$ cat config.mk
export PLATFORM = sky130hd
export DESIGN_NAME = wb_master_bridge_flat
export DESIGN_NICKNAME = d
export VERILOG_FILES = /design/src/rtl/wb_master_bridge_pkg.sv /design/src/rtl/wb_master_bridge_if.sv /design/src/rtl/wb_master_bridge_timeout.sv /design/src/rtl/wb_master_bridge.sv /design/src/flat_wrapper.sv
export SDC_FILE = /design/constraint.sdc
export NUM_CORES = 1
export LEC_CHECK = 0
export BUFFER_PORTS_ARGS = -buffer_cell sky130_fd_sc_hd__clkbuf_2
export CAP_MARGIN = 10
export CORE_UTILIZATION = 44
export CTS_CLUSTER_SIZE = 28
export DETAILED_ROUTE_END_ITERATION = 8
export HOLD_SLACK_MARGIN = 0.12
export MAX_ROUTING_LAYER = met4
export PLACE_DENSITY = 0.73
export RECOVER_POWER = 25
export SETUP_SLACK_MARGIN = 0.4
export SLEW_MARGIN = 10
export SYNTH_ARGS = -nofsm -noshare
export SYNTH_HDL_FRONTEND = slang
export SYNTH_HIERARCHICAL = 1
export SYNTH_SLANG_ARGS = --single-unit
$ cat constraint.sdc
create_clock -name wb_clk_i -period 2.9 [get_ports wb_clk_i]
set_clock_uncertainty 0.15 [all_clocks]
set_input_delay 0.29 -clock wb_clk_i [delete_from_list [all_inputs] [get_ports wb_clk_i]]
set_output_delay 0.29 -clock wb_clk_i [all_outputs]
set_load 0.02 [all_outputs]
$ cat src/rtl/wb_master_bridge_pkg.sv
// Shared types and constants for the Wishbone master bridge.
// Also holds harness register addresses for bench/firmware reuse.
package wb_pkg;

  localparam int WB_ADR_W = 32;
  localparam int WB_DAT_W = 32;
  localparam int WB_SEL_W = 4;

  localparam logic [WB_ADR_W-1:0] ADDR_ACTIVE = 32'h00FF_00FF;
  localparam logic [WB_ADR_W-1:0] ADDR_WS2812 = 32'h00FF_00FA;

  typedef enum logic [1:0] {
    IDLE,
    BUS,
    RESP
  } wb_state_e;

  typedef struct packed {
    logic                we;
    logic [WB_SEL_W-1:0] sel;
    logic [WB_ADR_W-1:0] adr;
    logic [WB_DAT_W-1:0] dat;
  } wb_req_t;

endpackage

$ cat src/rtl/wb_master_bridge_if.sv
// Command/response handshake plus Wishbone initiator bus.
// master = bridge view, slave = host and harness view.
interface wb_master_bridge_if;
  import wb_pkg::*;

  logic                cmd_valid;
  logic                cmd_ready;
  logic                cmd_we;
  logic [WB_SEL_W-1:0] cmd_sel;
  logic [WB_ADR_W-1:0] cmd_addr;
  logic [WB_DAT_W-1:0] cmd_wdata;

  logic                rsp_valid;
  logic                rsp_ready;
  logic [WB_DAT_W-1:0] rsp_rdata;
  logic                rsp_err;

  logic                wbm_cyc_o;
  logic                wbm_stb_o;
  logic                wbm_we_o;
  logic [WB_SEL_W-1:0] wbm_sel_o;
  logic [WB_ADR_W-1:0] wbm_adr_o;
  logic [WB_DAT_W-1:0] wbm_dat_o;
  logic                wbm_ack_i;
  logic [WB_DAT_W-1:0] wbm_dat_i;

  modport master (
    input  cmd_valid, cmd_we, cmd_sel,
    input  cmd_addr, cmd_wdata,
    output cmd_ready,
    output rsp_valid, rsp_rdata, rsp_err,
    input  rsp_ready,
    output wbm_cyc_o, wbm_stb_o, wbm_we_o,
    output wbm_sel_o, wbm_adr_o, wbm_dat_o,
    input  wbm_ack_i, wbm_dat_i
  );

  modport slave (
    output cmd_valid, cmd_we, cmd_sel,
    output cmd_addr, cmd_wdata,
    input  cmd_ready,
    input  rsp_valid, rsp_rdata, rsp_err,
    output rsp_ready,
    input  wbm_cyc_o, wbm_stb_o, wbm_we_o,
    input  wbm_sel_o, wbm_adr_o, wbm_dat_o,
    output wbm_ack_i, wbm_dat_i
  );

endinterface

$ cat src/rtl/wb_master_bridge_timeout.sv
// Saturating 8-bit bus-wait counter for the bridge.
// expired_o is high while the count sits at TIMEOUT_CYCLES-1.
module wb_timeout_counter #(
  parameter int unsigned TIMEOUT_CYCLES = 16
) (
  input  logic clk_i,
  input  logic rst_ni,
  input  logic clear_i,
  input  logic enable_i,
  output logic expired_o
);

  localparam logic [7:0] LAST =
    8'(TIMEOUT_CYCLES - 1);

  logic [7:0] cnt_q;
  logic [7:0] cnt_d;

  always_comb begin
    cnt_d = cnt_q;
    if (clear_i) begin
      cnt_d = '0;
    end else if (enable_i && cnt_q != 8'hFF) begin
      cnt_d = cnt_q + 8'd1;
    end
  end

  always_ff @(posedge clk_i or negedge rst_ni) begin
    if (!rst_ni) begin
      cnt_q <= '0;
    end else begin
      cnt_q <= cnt_d;
    end
  end

  assign expired_o = (cnt_q == LAST);

endmodule

$ cat src/rtl/wb_master_bridge.sv
// Single-outstanding Wishbone classic initiator driven by a
// valid/ready command port, with bounded wait on ack.
module wb_master_bridge
  import wb_pkg::*;
#(
  parameter int unsigned TIMEOUT_CYCLES = 16,
  parameter logic [WB_DAT_W-1:0] ERR_DATA = 32'hDEAD_BEEF
) (
  input logic                wb_clk_i,
  input logic                wb_rst_ni,
  wb_master_bridge_if.master bus_if
);

  wb_state_e           state_q;
  wb_req_t             req_q;
  logic                cyc_q;
  logic                stb_q;
  logic                rsp_valid_q;
  logic                rsp_err_q;
  logic [WB_DAT_W-1:0] rsp_rdata_q;

  logic accept;
  logic tmo_en;
  logic expired;

  assign accept = (state_q == IDLE) && bus_if.cmd_valid;
  assign tmo_en = (state_q == BUS) && !bus_if.wbm_ack_i;

  wb_timeout_counter #(
    .TIMEOUT_CYCLES(TIMEOUT_CYCLES)
  ) u_tmo (
    .clk_i    (wb_clk_i),
    .rst_ni   (wb_rst_ni),
    .clear_i  (accept),
    .enable_i (tmo_en),
    .expired_o(expired)
  );

  always_ff @(posedge wb_clk_i or negedge wb_rst_ni) begin
    if (!wb_rst_ni) begin
      state_q     <= IDLE;
      req_q       <= '0;
      cyc_q       <= 1'b0;
      stb_q       <= 1'b0;
      rsp_valid_q <= 1'b0;
      rsp_err_q   <= 1'b0;
      rsp_rdata_q <= '0;
    end else begin
      unique case (state_q)
        IDLE: begin
          if (bus_if.cmd_valid) begin
            req_q <= '{
              we:  bus_if.cmd_we,
              sel: bus_if.cmd_sel,
              adr: bus_if.cmd_addr,
              dat: bus_if.cmd_wdata
            };
            cyc_q   <= 1'b1;
            stb_q   <= 1'b1;
            state_q <= BUS;
          end
        end
        BUS: begin
          // ack beats a coincident timeout
          if (bus_if.wbm_ack_i) begin
            cyc_q       <= 1'b0;
            stb_q       <= 1'b0;
            rsp_valid_q <= 1'b1;
            rsp_err_q   <= 1'b0;
            rsp_rdata_q <= req_q.we ? '0
                         : bus_if.wbm_dat_i;
            state_q     <= RESP;
          end else if (expired) begin
            cyc_q       <= 1'b0;
            stb_q       <= 1'b0;
            rsp_valid_q <= 1'b1;
            rsp_err_q   <= 1'b1;
            rsp_rdata_q <= req_q.we ? '0 : ERR_DATA;
            state_q     <= RESP;
          end
        end
        RESP: begin
          if (bus_if.rsp_ready) begin
            rsp_valid_q <= 1'b0;
            state_q     <= IDLE;
          end
        end
        default: state_q <= IDLE;
      endcase
    end
  end

  assign bus_if.cmd_ready = (state_q == IDLE);
  assign bus_if.rsp_valid = rsp_valid_q;
  assign bus_if.rsp_err   = rsp_err_q;
  assign bus_if.rsp_rdata = rsp_rdata_q;
  assign bus_if.wbm_cyc_o = cyc_q;
  assign bus_if.wbm_stb_o = stb_q;
  assign bus_if.wbm_we_o  = req_q.we;
  assign bus_if.wbm_sel_o = req_q.sel;
  assign bus_if.wbm_adr_o = req_q.adr;
  assign bus_if.wbm_dat_o = req_q.dat;

endmodule

$ cat src/flat_wrapper.sv
// flat-port wrapper written by rule: the top's interface ports become plain ports
module wb_master_bridge_flat import wb_pkg::*;
#(
  parameter int unsigned TIMEOUT_CYCLES = 16,
  parameter logic [WB_DAT_W-1:0] ERR_DATA = 32'hDEAD_BEEF
)
  (wb_clk_i, wb_rst_ni, bus_if_cmd_valid, bus_if_cmd_we, bus_if_cmd_sel, bus_if_cmd_addr, bus_if_cmd_wdata, bus_if_cmd_ready, bus_if_rsp_valid, bus_if_rsp_rdata, bus_if_rsp_err, bus_if_rsp_ready, bus_if_wbm_cyc_o, bus_if_wbm_stb_o, bus_if_wbm_we_o, bus_if_wbm_sel_o, bus_if_wbm_adr_o, bus_if_wbm_dat_o, bus_if_wbm_ack_i, bus_if_wbm_dat_i);
  wb_master_bridge_if bus_if_i ();
  input logic wb_clk_i;
  input logic wb_rst_ni;
  input wire logic [$bits(bus_if_i.cmd_valid)-1:0] bus_if_cmd_valid;
  input wire logic [$bits(bus_if_i.cmd_we)-1:0] bus_if_cmd_we;
  input wire logic [$bits(bus_if_i.cmd_sel)-1:0] bus_if_cmd_sel;
  input wire logic [$bits(bus_if_i.cmd_addr)-1:0] bus_if_cmd_addr;
  input wire logic [$bits(bus_if_i.cmd_wdata)-1:0] bus_if_cmd_wdata;
  output wire logic [$bits(bus_if_i.cmd_ready)-1:0] bus_if_cmd_ready;
  output wire logic [$bits(bus_if_i.rsp_valid)-1:0] bus_if_rsp_valid;
  output wire logic [$bits(bus_if_i.rsp_rdata)-1:0] bus_if_rsp_rdata;
  output wire logic [$bits(bus_if_i.rsp_err)-1:0] bus_if_rsp_err;
  input wire logic [$bits(bus_if_i.rsp_ready)-1:0] bus_if_rsp_ready;
  output wire logic [$bits(bus_if_i.wbm_cyc_o)-1:0] bus_if_wbm_cyc_o;
  output wire logic [$bits(bus_if_i.wbm_stb_o)-1:0] bus_if_wbm_stb_o;
  output wire logic [$bits(bus_if_i.wbm_we_o)-1:0] bus_if_wbm_we_o;
  output wire logic [$bits(bus_if_i.wbm_sel_o)-1:0] bus_if_wbm_sel_o;
  output wire logic [$bits(bus_if_i.wbm_adr_o)-1:0] bus_if_wbm_adr_o;
  output wire logic [$bits(bus_if_i.wbm_dat_o)-1:0] bus_if_wbm_dat_o;
  input wire logic [$bits(bus_if_i.wbm_ack_i)-1:0] bus_if_wbm_ack_i;
  input wire logic [$bits(bus_if_i.wbm_dat_i)-1:0] bus_if_wbm_dat_i;
  assign bus_if_i.cmd_valid = bus_if_cmd_valid;
  assign bus_if_i.cmd_we = bus_if_cmd_we;
  assign bus_if_i.cmd_sel = bus_if_cmd_sel;
  assign bus_if_i.cmd_addr = bus_if_cmd_addr;
  assign bus_if_i.cmd_wdata = bus_if_cmd_wdata;
  assign bus_if_cmd_ready = bus_if_i.cmd_ready;
  assign bus_if_rsp_valid = bus_if_i.rsp_valid;
  assign bus_if_rsp_rdata = bus_if_i.rsp_rdata;
  assign bus_if_rsp_err = bus_if_i.rsp_err;
  assign bus_if_i.rsp_ready = bus_if_rsp_ready;
  assign bus_if_wbm_cyc_o = bus_if_i.wbm_cyc_o;
  assign bus_if_wbm_stb_o = bus_if_i.wbm_stb_o;
  assign bus_if_wbm_we_o = bus_if_i.wbm_we_o;
  assign bus_if_wbm_sel_o = bus_if_i.wbm_sel_o;
  assign bus_if_wbm_adr_o = bus_if_i.wbm_adr_o;
  assign bus_if_wbm_dat_o = bus_if_i.wbm_dat_o;
  assign bus_if_i.wbm_ack_i = bus_if_wbm_ack_i;
  assign bus_if_i.wbm_dat_i = bus_if_wbm_dat_i;
  wb_master_bridge #(.TIMEOUT_CYCLES(TIMEOUT_CYCLES), .ERR_DATA(ERR_DATA)) u_core (.wb_clk_i(wb_clk_i), .wb_rst_ni(wb_rst_ni), .bus_if(bus_if_i));
endmodule
==> out/qor.txt <==
chip height: 106 um
crit path to: u_core/bus_if.rsp_rdata[13]
post-synthesis mux area share: 17.4%
largest family of logic cells by synthesized area: multiplexers
cell depth of the worst flop-to-flop path: 7
Critical Path RT: 3.17 ns
dpl cell area: 5850 um^2
Yosys top cell by area: dfrtp_1
starting density of the core: 45.5%
FF-to-FF End: u_core/bus_if.rsp_rdata[13]
Yosys cell types: 42
total CTS buffers: 17
Final WS setup: 0.666 ns
NumNets Final: 788
routed wire length per instance: 17.2 um
CP Cell Sequence: ha_1 > nand4_1 > nor4_2 > nor2_2 > or3_1 > buf_12 > a21oi_2
worst slew pin tran: 1.36 ns
Core Box Area: 10400 um^2
num rows: 37
Avg Cell Area, Syn: 13.0 um^2
final hold vios: 0
first-pass GRT wire length: 22.7 mm
initial antenna violation count: 0
WS Path Type: register to register
post-synthesis simple-gate area fraction: 7.35%
warnings from Yosys: 6
CP max stage delay: 0.50 ns
Post-Route WL: 14.2 mm
Max Cap Violations: 0
syn nets: 470
dpl hpwl: 7.98 mm
vias in the first global route: 4437
largest cells by area after synthesis: dfrtp_1 (61%), mux2_2 (16%), o21ai_0 (4.6%)
largest net degree at the start of global routing: 59
minimum clock period: 2.23 ns
share of cells above drive strength 1: 49.1%
full die area: 11100 um^2
crit path max fanout: 18
fmax: 448 MHz
pre-CTS WS: 0.593 ns
Port-buffer cells: 211
# IOs: 212
Worst EP arrival: 2.51 ns
Skew-Pair Late Insertion Delay: 0.50 ns
#FFs+latches synth: 114
Synth Area in XOR/XNOR: 0%
reg2reg setup slack: 0.67 ns
Post-DRT Antenna Nets: 0
clock sink total: 114
Tcrit/Tclk final: 77.0%
total leakage power: 0.00359 uW
Worst path slowest cell: or3_1
grt ovf: 0
outcome: completed
# fillers: 656
max-slew violation count: 0
chip width: 106 um
final setup violation count: 0
hold crit path type: primary input to register
r2r startpoint: u_core/u_tmo/cnt_q[0]
CP Capture Type: register
vias per inst: 5.01
postcts setup bufs: 0
drt pass-1 iters: 6
clock buffer depth: 2
area fraction in compound gates after synthesis: 10.2%
clock-pin slew on the worst setup and hold paths: 0.05 ns
Synth Area in Adders: 0.265%
post-synthesis cell area: 4710 um^2
RSZ-0062 raised after global routing: no
initial detailed-routing violation count: 284
post-synthesis cell count: 363
H-tree depth: 4
register area share after synthesis: 60.5%
Layout area overhead: 58.4%
Peak supply drop: 479 uV
ANT cells: 0
RePlAce Congestion: 0.843
Vias: 4147
CTS tree: built
Slew headroom: 9.02%
drc violations: 0
CTS root buf: clkbuf_8
Yosys top cell area share: 60.5%
fin area: 7470 um^2
PD cells: 1030 nW/um^2
startpoint types: register
critical path startpoint: u_core/u_tmo/cnt_q[0]
Tot GR Track Use: 27.3%
final setup TNS: 0 ns
==> through the flow <==
step	hold slack (ns)	utilization, %	cells	power, uW
6_report	0.225	72.0	827	7660
5_1_grt	0.243	72.0	827	8030
2_1_floorplan	-0.156	-	363	4470
3_3_place_gp	0.229	56.4	693	5410
4_1_cts	0.192	71.9	827	7590
3_5_place_dp	0.227	56.4	693	5500
==> routing by layer <==
layer / wire [um] / up-vias / global-route usage (%)
li1: - / 1905 / -
met2: 7320 / 185 / 47.1
met3: 828 / 29 / 6.99
met5: 0 / - / -
met4: 363 / 0 / 9.33
met1: 5730 / 2028 / 30.8
==> cell type report <==
type / instances / area, um^2 / share of cell area, %
clock inverters: 6 / 80.1 / 1.07
well taps: 136 / 170 / 2.28
inverters: 4 / 15.0 / 0.201
repair buffers: 323 / 2200 / 29.4
multi-input cells: 221 / 1670 / 22.4
clock buffers: 23 / 477 / 6.39
flip-flops and latches: 114 / 2850 / 38.2
==> placed cells by master, fill, tap and decap left out, types with 2 or more instances in the layout <==
cell type and count:
a21oi_1 6, mux2_1 4, nor2b_1 5, nor3_1 4, clkbuf_8 5, mux2_2 67
dfrtp_1 114, bufinv_16 2, inv_1 4, clkinv_2 4, nand3_1 2, buf_4 4
nand2_1 11, o21ai_0 43, dlygate4sd3_1 105, or3_1 2, nand4_1 2, nor2_1 28
buf_12 3, nand2b_1 3, clkbuf_2 211, mux2i_1 2, clkbuf_16 16, a21oi_2 20
clkbuf_1 2
==> cell families after synthesis <==
kind of cell / Yosys count
adders and majority gates: 1
and+or+nand+nor: 70
DFF: 114
muxes: 73
AOI/OAI and AO/OA: 77
buffers and inverters: 28
==> repair_timing <==
action,CTS,global route
gates resized for setup,0,2
hold endpoints to repair,160,0
setup endpoints to repair,0,6
hold buffers,105,0
==> report_power, final <==
| part | total (uW) | internal [uW] | switching [uW] | leakage, uW |
|---|---|---|---|---|
| logic | 3000 | 1200 | 1800 | 0.00192 |
| clock network | 1960 | 1290 | 664 | 0.000279 |
| registers | 2700 | 2280 | 425 | 0.00139 |
| total | 7660 | 4770 | 2890 | 0.00359 |
==> cells in the mapped netlist <==
cell         n
a21boi_0     1
buf_1        1
or2_1        1
clkbuf_1    10
nor2_1      29
nand3_1      2
nand2b_2     1
nor3b_1      1
nand4_1      2
and4_2       1
mux2_2      67
or3_1        2
and3_1       1
nor2b_1      5
nand3_2      1
a41oi_1      1
and2_1       1
a2111oi_0    1
a21boi_1     1
a211oi_1     1
nor4_1       2
o31ai_1      1
mux2i_1      2
buf_8        2
and4_1       1
nand2_1     11
ha_1         1
a31oi_1      1
inv_1        4
or2b_1       1
a21o_1       1
nor3_1       4
buf_4        1
nand3b_1     1
o21ai_0     43
nand2b_1     3
mux2_1       4
buf_6        9
a21oi_1      6
dfrtp_1    114
a21oi_2     20
buf_2        1
==> worst min-delay path by stage <==
stage | startpoint | end | depth (start not counted)
floorplan | wb_rst_ni | u_core/bus_if.rsp_err | 0
global placement | wb_rst_ni | u_core/bus_if.wbm_adr_o[13] | 1
detailed placement | wb_rst_ni | u_core/bus_if.wbm_dat_o[7] | 1
CTS | bus_if_wbm_ack_i | u_core/bus_if.rsp_rdata[8] | 4
global route | bus_if_wbm_ack_i | u_core/bus_if.rsp_rdata[8] | 4
finish | bus_if_wbm_ack_i | u_core/bus_if.rsp_rdata[8] | 4
==> critical path: cells and delay by family (launching register included) <==
kind / cells / cell delay [ns]
AND/OR/NAND/NOR: 4 / 0.90
flip-flops: 1 / 0.40
adder cells (fa/ha/maj): 1 / 0.31
buffers and inverters: 1 / 0.25
AO/OA/AOI/OAI: 1 / 0.13
==> state kept, by name, summed over array words and instances, names as in the netlist <==
| signal | cells |
|---|---|
| u_core/bus_if.wbm_we_o | 1 |
| u_core/bus_if.wbm_sel_o | 4 |
| u_core/bus_if.rsp_err | 1 |
| u_core/bus_if.rsp_rdata | 32 |
| u_core/bus_if.wbm_stb_o | 1 |
| u_core/u_tmo/cnt_q | 8 |
| u_core/bus_if.wbm_adr_o | 32 |
| u_core/bus_if.wbm_dat_o | 32 |
| u_core/state_q | 2 |
| u_core/bus_if.rsp_valid | 1 |
Power figures use the tool's default switching activity.
